`src/rtl/acs_scheduler.sv`:
```
// Time-multiplexed ACS scheduler, K=3 r=1/2: 4 RUN cycles + COMMIT per symbol, survivor held in OUT until surv_ready.
// Optional ACS_SCHED_BEST_STATE_EN adds best_state (argmin of the normalized metrics, lowest index on ties).
module acs_scheduler #(
  parameter int PM_W    = 7,
  parameter int INIT_PM = 16
) (
  input  logic            clk,
  input  logic            rst_n,
  input  logic            frame_start,
  input  logic            sym_valid,
  input  logic [1:0]      sym_data,
  output logic            sym_ready,
  output logic            acs_en,
  output logic [1:0]      acs_state,
  output logic [1:0]      acs_data,
  output logic [PM_W-1:0] acs_pm1,
  output logic [PM_W-1:0] acs_pm2,
  input  logic [PM_W-1:0] acs_pm_out,
  input  logic            acs_dec,
  output logic            surv_valid,
  output logic [3:0]      surv_bits,
  input  logic            surv_ready
`ifdef ACS_SCHED_BEST_STATE_EN
  ,
  output logic [1:0]      best_state
`endif
);

  localparam logic [1:0] IDLE   = 2'd0;
  localparam logic [1:0] RUN    = 2'd1;
  localparam logic [1:0] COMMIT = 2'd2;
  localparam logic [1:0] OUT    = 2'd3;

  localparam logic [PM_W-1:0] HALF   = {1'b1, {(PM_W-1){1'b0}}};
  localparam logic [PM_W-1:0] INIT_V = PM_W'(INIT_PM);

  logic [1:0]      state;
  logic [1:0]      idx;
  logic [1:0]      sym_q;
  logic [3:0]      surv_q;
  logic [PM_W-1:0] pm     [4];
  logic [PM_W-1:0] nxt_pm [4];
  logic [PM_W-1:0] norm_pm[4];
  logic [PM_W-1:0] min_pm;
  logic            do_norm;
  logic            run;

  assign run       = (state == RUN);
  assign sym_ready = (state == IDLE);
  assign acs_en    = run;

  // Operands are forced to zero outside RUN so idle outputs match the reset values.
  always_comb begin
    acs_state = 2'd0;
    acs_data  = 2'd0;
    acs_pm1   = '0;
    acs_pm2   = '0;
    if (run) begin
      acs_state = idx;
      acs_data  = sym_q;
      acs_pm1   = pm[{idx[0], 1'b0}];
      acs_pm2   = pm[{idx[0], 1'b1}];
    end
  end

  always_comb begin
    min_pm = nxt_pm[0];
    for (int i = 1; i < 4; i++) begin
      if (nxt_pm[i] < min_pm) min_pm = nxt_pm[i];
    end
  end

  // Normalization only ever removes the top half, keeping all metrics in range together.
  assign do_norm = (min_pm >= HALF);

  always_comb begin
    for (int i = 0; i < 4; i++) begin
      norm_pm[i] = nxt_pm[i] - (do_norm ? HALF : '0);
    end
  end

`ifdef ACS_SCHED_BEST_STATE_EN
  logic [1:0]      best_idx;
  logic [PM_W-1:0] best_pm;

  // Strict compare keeps the lowest index on ties; a common offset does not change the argmin.
  always_comb begin
    best_idx = 2'd0;
    best_pm  = nxt_pm[0];
    for (int i = 1; i < 4; i++) begin
      if (nxt_pm[i] < best_pm) begin
        best_pm  = nxt_pm[i];
        best_idx = 2'(i);
      end
    end
  end

  always_ff @(posedge clk or negedge rst_n) begin
    if (!rst_n) begin
      best_state <= 2'd0;
    end else if (state == COMMIT) begin
      best_state <= best_idx;
    end
  end
`endif

  always_ff @(posedge clk or negedge rst_n) begin
    if (!rst_n) begin
      state      <= IDLE;
      idx        <= 2'd0;
      sym_q      <= 2'd0;
      surv_q     <= 4'd0;
      surv_bits  <= 4'd0;
      surv_valid <= 1'b0;
      pm[0]      <= '0;
      for (int i = 1; i < 4; i++) pm[i] <= INIT_V;
      for (int i = 0; i < 4; i++) nxt_pm[i] <= '0;
    end else begin
      case (state)
        IDLE: begin
          if (frame_start) begin
            pm[0] <= '0;
            for (int i = 1; i < 4; i++) pm[i] <= INIT_V;
          end
          if (sym_valid) begin
            sym_q <= sym_data;
            idx   <= 2'd0;
            state <= RUN;
          end
        end
        RUN: begin
          nxt_pm[idx] <= acs_pm_out;
          surv_q[idx] <= acs_dec;
          idx         <= idx + 2'd1;
          if (idx == 2'd3) state <= COMMIT;
        end
        COMMIT: begin
          for (int i = 0; i < 4; i++) pm[i] <= norm_pm[i];
          surv_bits  <= surv_q;
          surv_valid <= 1'b1;
          state      <= OUT;
        end
        OUT: begin
          if (surv_ready) begin
            surv_valid <= 1'b0;
            state      <= IDLE;
          end
        end
        default: state <= IDLE;
      endcase
    end
  end

endmodule

```
`config.mk`:
```
export PLATFORM = sky130hd
export DESIGN_NAME = acs_scheduler
export DESIGN_NICKNAME = d
export VERILOG_FILES = /design/src/rtl/acs_scheduler.sv
export SDC_FILE = /design/constraint.sdc
export NUM_CORES = 1
export LEC_CHECK = 0
export CORE_ASPECT_RATIO = 0.7
export CORE_MARGIN = 2
export CORE_UTILIZATION = 55
export CTS_CLUSTER_DIAMETER = 80
export CTS_CLUSTER_SIZE = 25
export DETAILED_ROUTE_END_ITERATION = 8
export GPL_TIMING_DRIVEN = 0
export PLACE_DENSITY = 0.74
export SLEW_MARGIN = 20
export SYNTH_ARGS = -nofsm -noshare
export SYNTH_HDL_FRONTEND = slang
export SYNTH_SLANG_ARGS = --single-unit
export TNS_END_PERCENT = 5
```
`constraint.sdc`:
```
create_clock -name clk -period 5.5 [get_ports clk]
set_input_delay 1.1 -clock clk [delete_from_list [all_inputs] [get_ports clk]]
set_output_delay 1.1 -clock clk [all_outputs]
set_load 0.02 [all_outputs]
```
# Word-level counts from Yosys, hierarchy flattened
# Index checks and enable logic that the tools add are counted.
# totals
register_bits	71
output_inout_bits	25
word_cells	81
# op_classes
n_lt_le_gt_ge	10
addsub	5
bitwise	3
mux	30
n_reduce_logical	11
eq_ne	8
# op_table
op	count
7-bit two-way mux	11
28-bit case mux with 2 select lines	1
7-bit binary-select mux with 2-bit select	2
28-bit bitwise mux	1
28-bit two-way mux	1
7-bit subtractor	4
7-bit less-than comparator	3
7-bit demux with 2-bit select	1
2-bit two-way mux	6
3-bit >= comparator (second input constant)	3
2-bit inverter with 3-bit output	3
2-bit case mux with 4 select lines	1
2-bit AND reduction	4
7-bit >= comparator (second input constant)	1
2-bit == test (second input constant)	3
2-bit inequality test (second input constant)	3
2-bit nonzero test	3
4-bit bitwise mux	1
2-bit case mux with 2 select lines	1
2-bit by 3-bit less-than comparator with 1-bit output (second input constant)	1
3-bit by 1-bit less-than comparator with 1-bit output (second input constant)	1
3-bit AND reduction	1
2-bit by 1-bit adder with 2-bit output (second input constant)	1
1-bit demux with 2-bit select	1
other kinds (7)	9

# Depth between registers and ports, before layout
# Gate-level depths: netlist (run 1).
# logic_depth
word_depth	10
ltp_mapped	23

# Worst setup path after synthesis (run 1)
# OpenSTA, ideal clock, no wires.
# synth_path
path_type	flip-flop to flip-flop
from	register nxt_pm[19] (netlist bit)
to	register pm[13] (netlist bit)
t_required_ns	5.373
setup_ns	0.127
setup_slack_ns	0.529
period_less_slack_ns	4.971
t_arrival_ns	4.844
path_stages_with_launch	22
cell_sequence	dfrtp_1 ha_1 a21oi_1 a21boi_0 a311oi_2 clkbuf_1 nor2_1 a21oi_1 ha_1 o21a_1 o21bai_1 o21ai_1 a31oi_4 mux2_2 ha_1 a21o_1 a21o_1 a221o_1 or2_1 buf_1 a311oi_1 o21ai_1
# synth_between
elab_chain_cells	10
# synth_rtl
item	line_no	source
start: declaration	42	logic [PM_W-1:0] nxt_pm [4];
start signal: indexed assignment	132	nxt_pm[idx] <= acs_pm_out;
7-bit less-than comparator	69	if (nxt_pm[i] < min_pm) min_pm = nxt_pm[i];
7-bit two-way mux (*)	69	
7-bit less-than comparator	69	
7-bit two-way mux (*)	69	
7-bit less-than comparator	69	
7-bit two-way mux (*)	69	
7-bit >= comparator (*)	74	assign do_norm = (min_pm >= HALF);
7-bit two-way mux (*)	78	norm_pm[i] = nxt_pm[i] - (do_norm ? HALF : '0);
7-bit subtractor (*)	78	
28-bit case mux with 2 select lines (*)	119	case (state)
end: declaration	41	logic [PM_W-1:0] pm [4];
# Every way passes the cells marked *; elsewhere a longest branch is shown, timed or not.
# A chain may end at the register's enable or synchronous reset.

# Worst setup path in the final report (run 1)
# layout_path
from	register nxt_pm[19] (netlist bit)
to	register pm[27] (netlist bit)
# The elaborated chain is that of the path after synthesis.

==> results of run 1 <==
==> worst paths after layout <==
path	cells past startpoint	startpoint	end	slack (ns)
worst max register to register	22	nxt_pm[19]$_DFFE_PN0P_	pm[27]$_DFFE_PN0P_	0.30
max in group asynchronous	2	rst_n	state[1]$_DFFE_PN0P_	4.32
worst min-delay path	2	pm[26]$_DFFE_PN0P_	pm[26]$_DFFE_PN0P_	0.49
min in group asynchronous	1	rst_n	pm[17]$_DFFE_PN0P_	0.65
worst max-delay path	22	nxt_pm[19]$_DFFE_PN0P_	pm[27]$_DFFE_PN0P_	0.30
worst min register to register	2	pm[26]$_DFFE_PN0P_	pm[26]$_DFFE_PN0P_	0.49
==> registers in the layout (all words and copies together) (netlist names) <==
signal,flops
state,2
nxt_pm,28
pm,28
surv_valid,1
idx,2
surv_q,4
surv_bits,4
sym_q,2
==> stage by stage <==
step | instances | util
2_1_floorplan | 334 | -
3_3_place_gp | 467 | 0.6389
3_5_place_dp | 468 | 0.6426
4_1_cts | 486 | 0.6800
5_1_grt | 489 | 0.6936
6_report | 489 | 0.6936
==> worst reg2reg max path, stage by stage (launching register included) <==
cell and delay [ns]:
dfrtp_1 0.44, ha_1 0.36, a21oi_2 0.21, a21boi_0 0.16
a311oi_4 0.35, buf_6 0.19, buf_4 0.11, nor2_1 0.03
a21oi_1 0.16, ha_1 0.29, nand4_1 0.13, o21bai_2 0.17
o21ai_1 0.14, a31oi_4 0.24, buf_4 0.17, mux2_2 0.32
ha_1 0.19, a21o_1 0.18, a21o_1 0.18, a221o_1 0.39
or2_4 0.29, a311oi_2 0.30, o21ai_1 0.08
==> logic make-up (layout without fill, tap and decap cells) <==
| group | after synthesis | count (layout) | synth area share |
|---|---|---|---|
| xor gates and xnor gates | 1 | 1 | 0.002324 |
| adders and majority gates | 26 | 26 | 0.08632 |
| and+or+nand+nor | 64 | 64 | 0.07902 |
| muxes | 61 | 61 | 0.1799 |
| AOI/OAI and AO/OA | 74 | 74 | 0.1431 |
| DFF | 71 | 71 | 0.4724 |
| buffers and inverters | 37 | 98 | 0.03685 |
==> cell type report <==
| class | instances | area, um^2 |
|---|---|---|
| buffer | 12 | 52.55 |
| sequential | 71 | 1780 |
| fill | 537 | 2051 |
| multi-input combinational | 226 | 1913 |
| timing repair buffer | 46 | 457.9 |
| tap | 94 | 117.6 |
| clock buffer | 11 | 151.4 |
| clock inverter | 5 | 80.08 |
| inverter | 24 | 90.09 |
==> repair_timing <==
item                                    in CTS  in global routing
endpoints found under the setup margin       4                  4
buffers inserted                             2                  3
pin swaps                                    0                  3
endpoints found under the hold margin        0                  0
cloned                                       0                  1
gates resized for setup                      2                 16
==> per-layer routing <==
layer,wire (um),vias up
met1,4448,1378
met5,0,-
met2,3762,45
li1,-,1322
met4,89,0
met3,369,8
==> synth_stat cells, types with 3 or more instances <==
cell / number / area (um^2)
ha_1: 26 / 325.3
a21o_1: 3 / 22.52
clkbuf_1: 11 / 41.29
a21oi_1: 13 / 65.06
mux2i_1: 16 / 160.2
nand2_1: 23 / 86.33
o21ai_1: 5 / 25.02
a22o_1: 12 / 105.1
nor2_1: 24 / 90.09
o21ai_0: 13 / 65.06
dfstp_2: 3 / 78.83
o21a_1: 3 / 22.52
dfrtp_1: 68 / 1702
inv_1: 22 / 82.58
mux2_2: 44 / 495.5
a311oi_1: 6 / 52.55
==> out/results.md, run 1 <==
* **outcome** complete, no violations
* **All-Layer GR Usage** 0.2450
* **Worst Setup End Kind** register
* **insertion delay of the later-clocked pin in the worst-skew pair** 0.36 ns
* **initial core utilization** 0.5630
* **maximum fanout along the worst path** 7
* **Mapped Nets** 375
* **port bufs** 39
* **clock skew after layout** 0.006956 ns
* **number of enable-type register cells in the synthesized netlist** 0
* **Top Family by Delay on Critical Path** compound AO/OA/AOI/OAI gates
* **grt total ovfl** 0
* **Sink Count** 71
* **most common library cell in the layout ignoring fill and taps** dfrtp_1
* **clock-pin slew of the registers on the worst-case setup and hold paths** 0.07 ns
* **DRC Markers** 0
* **Yosys reg bits** 71
* **total CTS buffers** 9
* **number of global-route vias before repair** 2,618
* **grt met3 use** 0.06280
* **H-Tree Depth** 3
* **maximum number of pins on one net before global-route repair** 46
* **startpoint kind of the worst setup timing path** register
* **critical path's most frequent cell** ha_1
* **Syn Area/Cell** 11.28 um^2
* **CTS tree** built
* **RSZ-0062 raised after global routing** no
* **width of the die** 102.9 um
* **Post-Syn Area** 3769 um^2
* **area added between synthesis and finish** 23.21%
* **Clock Tree Root** clkbuf_8
* **Worst Hold Margin** 0.4868 ns
* **full die area** 7541 um^2
* **number of buffers on the longest clock path** 2
* **required time at the worst-slack endpoint** 5.74 ns
* **final cell area excluding filler cells** 4643 um^2
* **Most used DFF post-synth** dfrtp_1
* **row count** 25
* **global-route wire length before repair** 13,570 um
* **unique cell type count in the Yosys netlist** 48
* **Buffers & Inverters on Critical Path** 3
* **f_max** 192.3 MHz
* **post-synthesis cell count** 334
* **Yosys warning total** 0
* **hold-fix buffer count after cts** 0
* **worst setup path category** register to register
* **shortest clock period the worst path allows after layout** 5.200 ns
* **fraction of layout cells with a size suffix above 1** 0.2329
* **Chip Height** 73.26 um
* **DR vias** 2,753
* **number of nets with antenna violations after routing** 0
* **arrival time worst endpoint** 5.44 ns
* **Hold/Removal Path Class** register to register
* **ratio of routed vias to standard cells** 5.630
* **Final Routed Wirelength** 8669 um
* **routed length per placed instance** 17.73 um
* **cells along the critical path** ha_1 > a21oi_2 > a21boi_0 > a311oi_4 > buf_6 > buf_4 > nor2_1 > a21oi_1 > ha_1 > nand4_1 > o21bai_2 > o21ai_1 > a31oi_4 > buf_4 > mux2_2 > ha_1 > a21o_1 > a21o_1 > a221o_1 > or2_4 > a311oi_2 > o21ai_1
* **number of nets in the finished design** 431
* **core box area** 6694 um^2
* **Routability Congestion** 0.9557
* **# IOs** 40
* **async set-or-reset flop fraction in the synthesized netlist** 1.000
* **Fin. Hold Viols** 0
* **iteration count of the initial detailed-routing pass** 4
* **maxcap violations** 0
* **Worst-Margin Slew** 0.7956 ns
* **final HPWL from detailed placement** 6289 um
* **met2 global-route usage** 0.3405
* **post-synthesis sequential area ratio** 0.4724
* **cell area after placement** 4302 um^2
* **busiest layer in global routing** met1
* **number of setup violations in the final report** 0
* **period utilization** 0.9454
* **worst slew margin relative to its limit** 0.4696
* **number of antenna violations at the first check in global routing** 0
* **cell with the biggest individual delay on the critical path** dfrtp_1
* **Diodes inserted** 0
* **Final Worst Setup Slack** 0.3001 ns
* **Fin Setup TNS** 0 ns
* **biggest cell delay along the critical path** 0.44 ns
* **DP Worst Slack** -0.1838 ns
* **initial detailed-routing violation count** 130
* **number of max-slew violations in the final report** 0
* **global-route track usage on met1** 0.3795
* **commonest non-fill, non-tap cells in the layout** dfrtp_1, mux2_2, clkdlybuf4s50_1, ha_1, nor2_1
Power of run 1 is not shown: default switching activity piles up to over one toggle a cycle in this logic, so the estimate is an artifact.
==> inputs of run 2 (changes only) <==
Settings changed: CORE_UTILIZATION 55 to 51, PLACE_DENSITY 0.74 to 0.72.
Clock period 5.5 ns to 4.5 ns, I/O delays scaled along.
==> run 2 against run 1 <==
Effect of this change:
- the run now ends with setup timing left
- sequential cell count unchanged
- die area up 7.5%
- fmax increased by 3.3%
- cell count is 3.3% higher
- utilization is 0.69 points lower
- count of clock-buffer cells in the layout up 1
- largest cell class unchanged
==> out/results.md, run 2 (synthesized netlist as in run 1, its figures left out) <==
* **number of cell instances on the worst register-to-register path** 22, unchanged
* **final cell area excluding filler cells** 4960 um^2, +6.8%
* **placed cell count** 472, +0.85%
* **most common library cell in the layout ignoring fill and taps** dfrtp_1
* **full die area** 8104 um^2, +7.5%
* **launching instance or port of the critical path** nxt_pm[25]$_DFFE_PN0P_
* **grt total ovfl** 0, unchanged
* **global-route wire length before repair** 15,140 um, +12%
* **termination of the worst setup path** pm[13]$_DFFE_PN0P_
* **Final Routed Wirelength** 9578 um, +10%
* **number of buffers on the longest clock path** 2, unchanged
* **area added between synthesis and finish** 31.61%
* **Seq. cell area** 1782 um^2, about the same
* **Fin. Hold Viols** 0, unchanged
* **Chip Height** 75.92 um, +3.6%
* **clock skew after layout** 0.008941 ns, +0.001986 ns
* **row count** 26, +4.0%
* **Diodes inserted** 0, unchanged
* **iteration count of the initial detailed-routing pass** 4, unchanged
* **Clock Tree Root** clkbuf_8
* **CTS tree** built
* **H-Tree Depth** 3, unchanged
* **cells along the critical path** inv_1 > ha_1 > and3_4 > a311oi_2 > buf_4 > buf_8 > a21oi_2 > ha_1 > nand4_1 > o21bai_4 > a211oi_4 > a31oi_4 > buf_6 > mux2_4 > ha_4 > a21o_1 > a21o_1 > a221o_1 > or2_1 > buf_6 > a311oi_2 > o21ai_1
* **core box area** 7222 um^2, +7.9%
* **violations in the final reports** setup timing
* **maximum number of pins on one net before global-route repair** 43, -6.5%
* **number of nets with antenna violations after routing** 0, unchanged
* **total CTS buffers** 9, unchanged
* **cell with the biggest individual delay on the critical path** a221o_1
* **initial core utilization** 0.5218, -0.04116
* **FF-to-FF End** pm[13]$_DFFE_PN0P_
* **logic depth of the worst path, buffers included** 22, unchanged
* **width of the die** 106.7 um, +3.7%
* **number of nets in the finished design** 443, +2.8%
* **total area of multi-input combinational cells** 2137 um^2, +12%
* **biggest cell delay along the critical path** 0.41 ns, -0.03 ns
* **routed length per placed instance** 18.97 um, +7.0%
* **maxcap violations** 0, unchanged
* **outcome** finished with violations
* **final core utilization** 0.6868, -0.006881
* **slack of the worst reg-to-reg path** -0.54 ns, -0.84 ns
* **f_max** 198.6 MHz, +3.3%
* **post-layout instance count excluding filler cells** 505, +3.3%
* **DRC Markers** 0, unchanged
* **number of setup violations in the final report** 4, +4
* **All-Layer GR Usage** 0.2443, -0.0006761
* **Sink Count** 71, unchanged
* **startpoint kind of the worst setup timing path** register
* **clock-pin slew of the registers on the worst-case setup and hold paths** 0.08 ns, about the same
* **count of filler cells inserted in the layout** 550, +2.4%
* **maximum fanout along the worst path** 7, unchanged
* **worst reg2reg startpoint** nxt_pm[25]$_DFFE_PN0P_
* **Hold/Removal Path Class** input pin to async pin
* **port bufs** 39, unchanged
* **shortest clock period the worst path allows after layout** 5.036 ns, -0.1639 ns
* **initial detailed-routing violation count** 157, +21%
* **insertion delay of the later-clocked pin in the worst-skew pair** 0.35 ns, about the same
* **required time at the worst-slack endpoint** 4.73 ns, -1.01 ns
* **arrival time worst endpoint** 5.27 ns, -0.17 ns
* **commonest non-fill, non-tap cells in the layout** dfrtp_1, mux2_2, clkdlybuf4s50_1, nand2_1, nor2_1
* **Worst Setup End Kind** register
* **number of antenna violations at the first check in global routing** 0, unchanged
* **Top Family by Delay on Critical Path** compound AO/OA/AOI/OAI gates
* **RSZ-0062 raised after global routing** yes
* **ratio of routed vias to standard cells** 5.602, -0.50%
* **Buffers & Inverters on Critical Path** 5, +2
* **final HPWL from detailed placement** 6531 um, +3.8%
* **biggest regs** nxt_pm: 28 flops, pm: 28 flops
* **# IOs** 40, unchanged
* **worst setup path category** register to register
* **Routability Congestion** 0.8648, -9.5%
* **number of max-slew violations in the final report** 0, unchanged
* **DR vias** 2,829, +2.8%
* **period utilization** 1.119, +0.1737
* **Final Worst Setup Slack** -0.5360 ns, -0.8361 ns
* **worst slew margin relative to its limit** 0.3620, -0.1076
* **DP Worst Slack** -0.6817 ns, -0.4979 ns
* **cell area after placement** 4384 um^2, +1.9%
* **number of global-route vias before repair** 2,988, +14%
* **Worst-Margin Slew** 0.9470 ns, +0.1514 ns
* **fraction of layout cells with a size suffix above 1** 0.3145, +0.08158
## run 2: layer usage
layer	vias to the layer above	routed length [um]	global-route usage
met4	0	119	0.05325
li1	1330	-	-
met1	1405	4286	0.3545
met5	-	0	0
met2	81	4386	0.3701
met3	13	785	0.06454
## run 2: layout make-up
cell class,count,area share
clock inverters,4,0.01085
flip-flops and latches,71,0.3592
inverters,24,0.01816
repair buffers,57,0.1113
well taps,98,0.02472
multi-input cells,226,0.4309
clock buffers,12,0.03128
plain buffers,13,0.01362
## run 2: per-stage QoR
step | TNS, ns | hold slack [ns]
floorplan | -0.1446 | 0.4492
global placement | -2.114 | 0.4626
detailed placement | -2.487 | 0.4745
CTS | -1.778 | 0.4779
global route | -2.680 | 0.4777
finish | -1.952 | 0.4695
## run 2: worst register-to-register path, delay by kind of cell (launching register included)
family                     cells  cell delay (ns)
muxes                          1             0.30
adders and majority gates      3             0.80
DFF                            1             0.39
buffers and inverters          5             0.75
and+or+nand+nor                3             0.61
AOI/OAI and AO/OA             10             2.07
## run 2: worst min-delay path by stage
stage                       startpoint                   end  slack, ns  cells past startpoint
global route                     rst_n  state[1]$_DFFE_PN0P_       0.48                      1
finish                           rst_n  state[1]$_DFFE_PN0P_       0.47                      1
floorplan           pm[22]$_DFFE_PN0P_    pm[22]$_DFFE_PN0P_       0.45                      2
detailed placement  pm[26]$_DFFE_PN0P_    pm[26]$_DFFE_PN0P_       0.47                      2
global placement    pm[26]$_DFFE_PN0P_    pm[26]$_DFFE_PN0P_       0.46                      2
CTS                              rst_n  state[1]$_DFFE_PN0P_       0.48                      1
## run 2: timing repair
action / in CTS / in global routing
hold buffers: 0 / 0
setup endpoints to repair: 4 / 4
gates resized for setup: 21 / 19
pin swaps: 8 / 17
gates cloned: 1 / 0
setup buffers: 10 / 7
Power of run 2 is left out for the same reason.
==> inputs of run 3 (changes only) <==
Settings changed: CORE_ASPECT_RATIO 0.7 to default.
==> run 3 against run 2 <==
Effect of this change:
- the flow still finishes with violations (setup timing)
- count of clock-buffer cells in the layout is the same
- non-clock buffer count unchanged
- clock skew grew 0.0030 ns
- critical path depth fell by 1
- design area shrank 1.1%
- global-route usage shrank 1.9 points
- critical path type unchanged
- highest routed layer unchanged
==> out/results.md, run 3 (synthesized netlist as in run 1, its figures left out) <==
* **routed length per placed instance** 17.68 um, -6.8%
* **slack of the worst reg-to-reg path** -0.48 ns, +0.06 ns
* **worst hold path endpoint** pm[26]$_DFFE_PN0P_
* **Final Worst Setup Slack** -0.4801 ns, +0.05592 ns
* **shortest clock period the worst path allows after layout** 4.980 ns, -0.05592 ns
* **area added between synthesis and finish** 30.11%
* **biggest regs** nxt_pm: 28 flops, pm: 28 flops
* **Diodes inserted** 0, unchanged
* **Final Routed Wirelength** 8927 um, -6.8%
* **Worst-Margin Slew** 0.8145 ns, -0.1325 ns
* **number of max-slew violations in the final report** 0, unchanged
* **number of nets with antenna violations after routing** 0, unchanged
* **final HPWL from detailed placement** 6339 um, -2.9%
* **worst hold start** pm[26]$_DFFE_PN0P_
* **Worst Setup End Kind** register
* **H-Tree Depth** 3, unchanged
* **maximum number of pins on one net before global-route repair** 39, -9.3%
* **arrival time worst endpoint** 5.21 ns, -0.06 ns
* **width of the die** 89.96 um, -16%
* **ratio of routed vias to standard cells** 5.661, +1.1%
* **Routability Congestion** 0.8783, +1.6%
* **All-Layer GR Usage** 0.2257, -0.01861
* **total CTS buffers** 9, unchanged
* **insertion delay of the later-clocked pin in the worst-skew pair** 0.35 ns, about the same
* **initial core utilization** 0.5224, +0.0005430
* **port bufs** 39, unchanged
* **DRC Markers** 0, unchanged
* **maximum fanout along the worst path** 7, unchanged
* **violations in the final reports** setup timing
* **required time at the worst-slack endpoint** 4.73 ns, about the same
* **row count** 31, +19%
* **period utilization** 1.107, -0.01243
* **grt total ovfl** 0, unchanged
* **number of antenna violations at the first check in global routing** 0, unchanged
* **outcome** finished with violations
* **worst slew margin relative to its limit** 0.4512, +0.08926
* **worst reg2reg startpoint** nxt_pm[16]$_DFFE_PN0P_
* **number of global-route vias before repair** 2,826, -5.4%
* **Clock Tree Root** clkbuf_8
* **Chip Height** 89.96 um, +18%
* **clock-pin slew of the registers on the worst-case setup and hold paths** 0.07 ns, about the same
* **full die area** 8093 um^2, -0.14%
* **number of setup violations in the final report** 4, unchanged
* **Fin. Hold Viols** 0, unchanged
* **DP Worst Slack** -0.5500 ns, +0.1316 ns
* **most common library cell in the layout ignoring fill and taps** dfrtp_1
* **worst setup path category** register to register
* **number of buffers on the longest clock path** 2, unchanged
* **Hold/Removal Path Class** register to register
* **fraction of layout cells with a size suffix above 1** 0.3103, -0.004151
* **number of nets in the finished design** 443, unchanged
* **maxcap violations** 0, unchanged
* **f_max** 200.8 MHz, +1.1%
* **initial detailed-routing violation count** 125, -20%
* **clock skew after layout** 0.01194 ns, +0.002997 ns
* **FF-to-FF End** pm[27]$_DFFE_PN0P_
* **number of cell instances on the worst register-to-register path** 21, -4.5%
* **# IOs** 40, unchanged
* **RSZ-0062 raised after global routing** yes
* **Sink Count** 71, unchanged
* **iteration count of the initial detailed-routing pass** 4, unchanged
* **core box area** 7214 um^2, -0.10%
* **cell depth of the worst hold path** 2
* **DR vias** 2,859, +1.1%
* **commonest non-fill, non-tap cells in the layout** dfrtp_1, mux2_2, clkdlybuf4s50_1, nand2_1, nor2_1
* **CTS tree** built
* **Worst Hold Margin** 0.4811 ns, +0.01152 ns
* **startpoint kind of the worst setup timing path** register
* **global-route wire length before repair** 14,260 um, -5.8%
[run 3: cell types whose count changed in the layout (fill, tap and decap cells not counted), moves of 2 or more]
cell,change
inv_1,-2
inv_2,+2
clkinv_2,+2
clkinvlp_4,-2
a21oi_2,-3
a21oi_1,+4
clkbuf_8,+2
[run 3: timing repair]
| action | CTS | global route |
|---|---|---|
| setup buffers | 9 | 7 |
| hold buffers | 0 | 0 |
| resized for setup | 18 | 21 |
| pin swaps | 8 | 18 |
| gates cloned | 1 | 0 |
| setup endpoints to repair | 4 | 4 |
[run 3: worst max path at each step]
stage,from,to,cells past startpoint
floorplan,nxt_pm[23]$_DFFE_PN0P_,pm[13]$_DFFE_PN0P_,22
global placement,nxt_pm[25]$_DFFE_PN0P_,pm[27]$_DFFE_PN0P_,22
detailed placement,nxt_pm[25]$_DFFE_PN0P_,pm[13]$_DFFE_PN0P_,22
CTS,nxt_pm[23]$_DFFE_PN0P_,pm[13]$_DFFE_PN0P_,22
global route,nxt_pm[16]$_DFFE_PN0P_,pm[27]$_DFFE_PN0P_,21
finish,nxt_pm[16]$_DFFE_PN0P_,pm[27]$_DFFE_PN0P_,21
[run 3: final cells by class]
type,instances,area (um^2)
Fill cell,544,2311
Multi-Input combinational cell,226,2112
Sequential cell,71,1783
Timing Repair Buffer,57,554.3
Clock buffer,12,155.1
Tap cell,99,123.9
Inverter,24,90.09
Buffer,13,66.31
Clock inverter,3,18.77
[run 3: layer usage]
layer,vias to the layer above,GRT usage,part of all wire
li1,1342,-,-
met2,65,0.3725,0.49
met1,1439,0.3068,0.45
met4,0,0.07308,0.014
met3,13,0.03772,0.051
met5,-,0,0
[run 3: critical path, cell delays in order, from the launching register on]
cell	delay (ns)
dfrtp_1	0.42
ha_4	0.27
a21oi_4	0.17
o21ai_4	0.10
a311oi_4	0.42
buf_4	0.20
mux2i_4	0.30
ha_4	0.19
nand4_1	0.11
o21bai_4	0.22
a211oi_2	0.22
a31oi_4	0.13
buf_12	0.17
mux2_4	0.31
ha_4	0.22
a211oi_2	0.19
o31ai_2	0.10
a221o_1	0.37
or2_1	0.25
buf_6	0.15
a311oi_2	0.27
o21ai_1	0.09
[run 3: stage by stage]
stage	utilization	area, um^2	setup TNS [ns]	instances
floorplan	-	3854	-0.1446	334
global route	0.6797	4903	-2.242	505
detailed placement	0.6079	4385	-2.046	473
global placement	0.6054	4368	-1.858	472
CTS	0.6570	4740	-1.321	498
finish	0.6797	4903	-1.714	505
Power of run 3 is left out for the same reason.
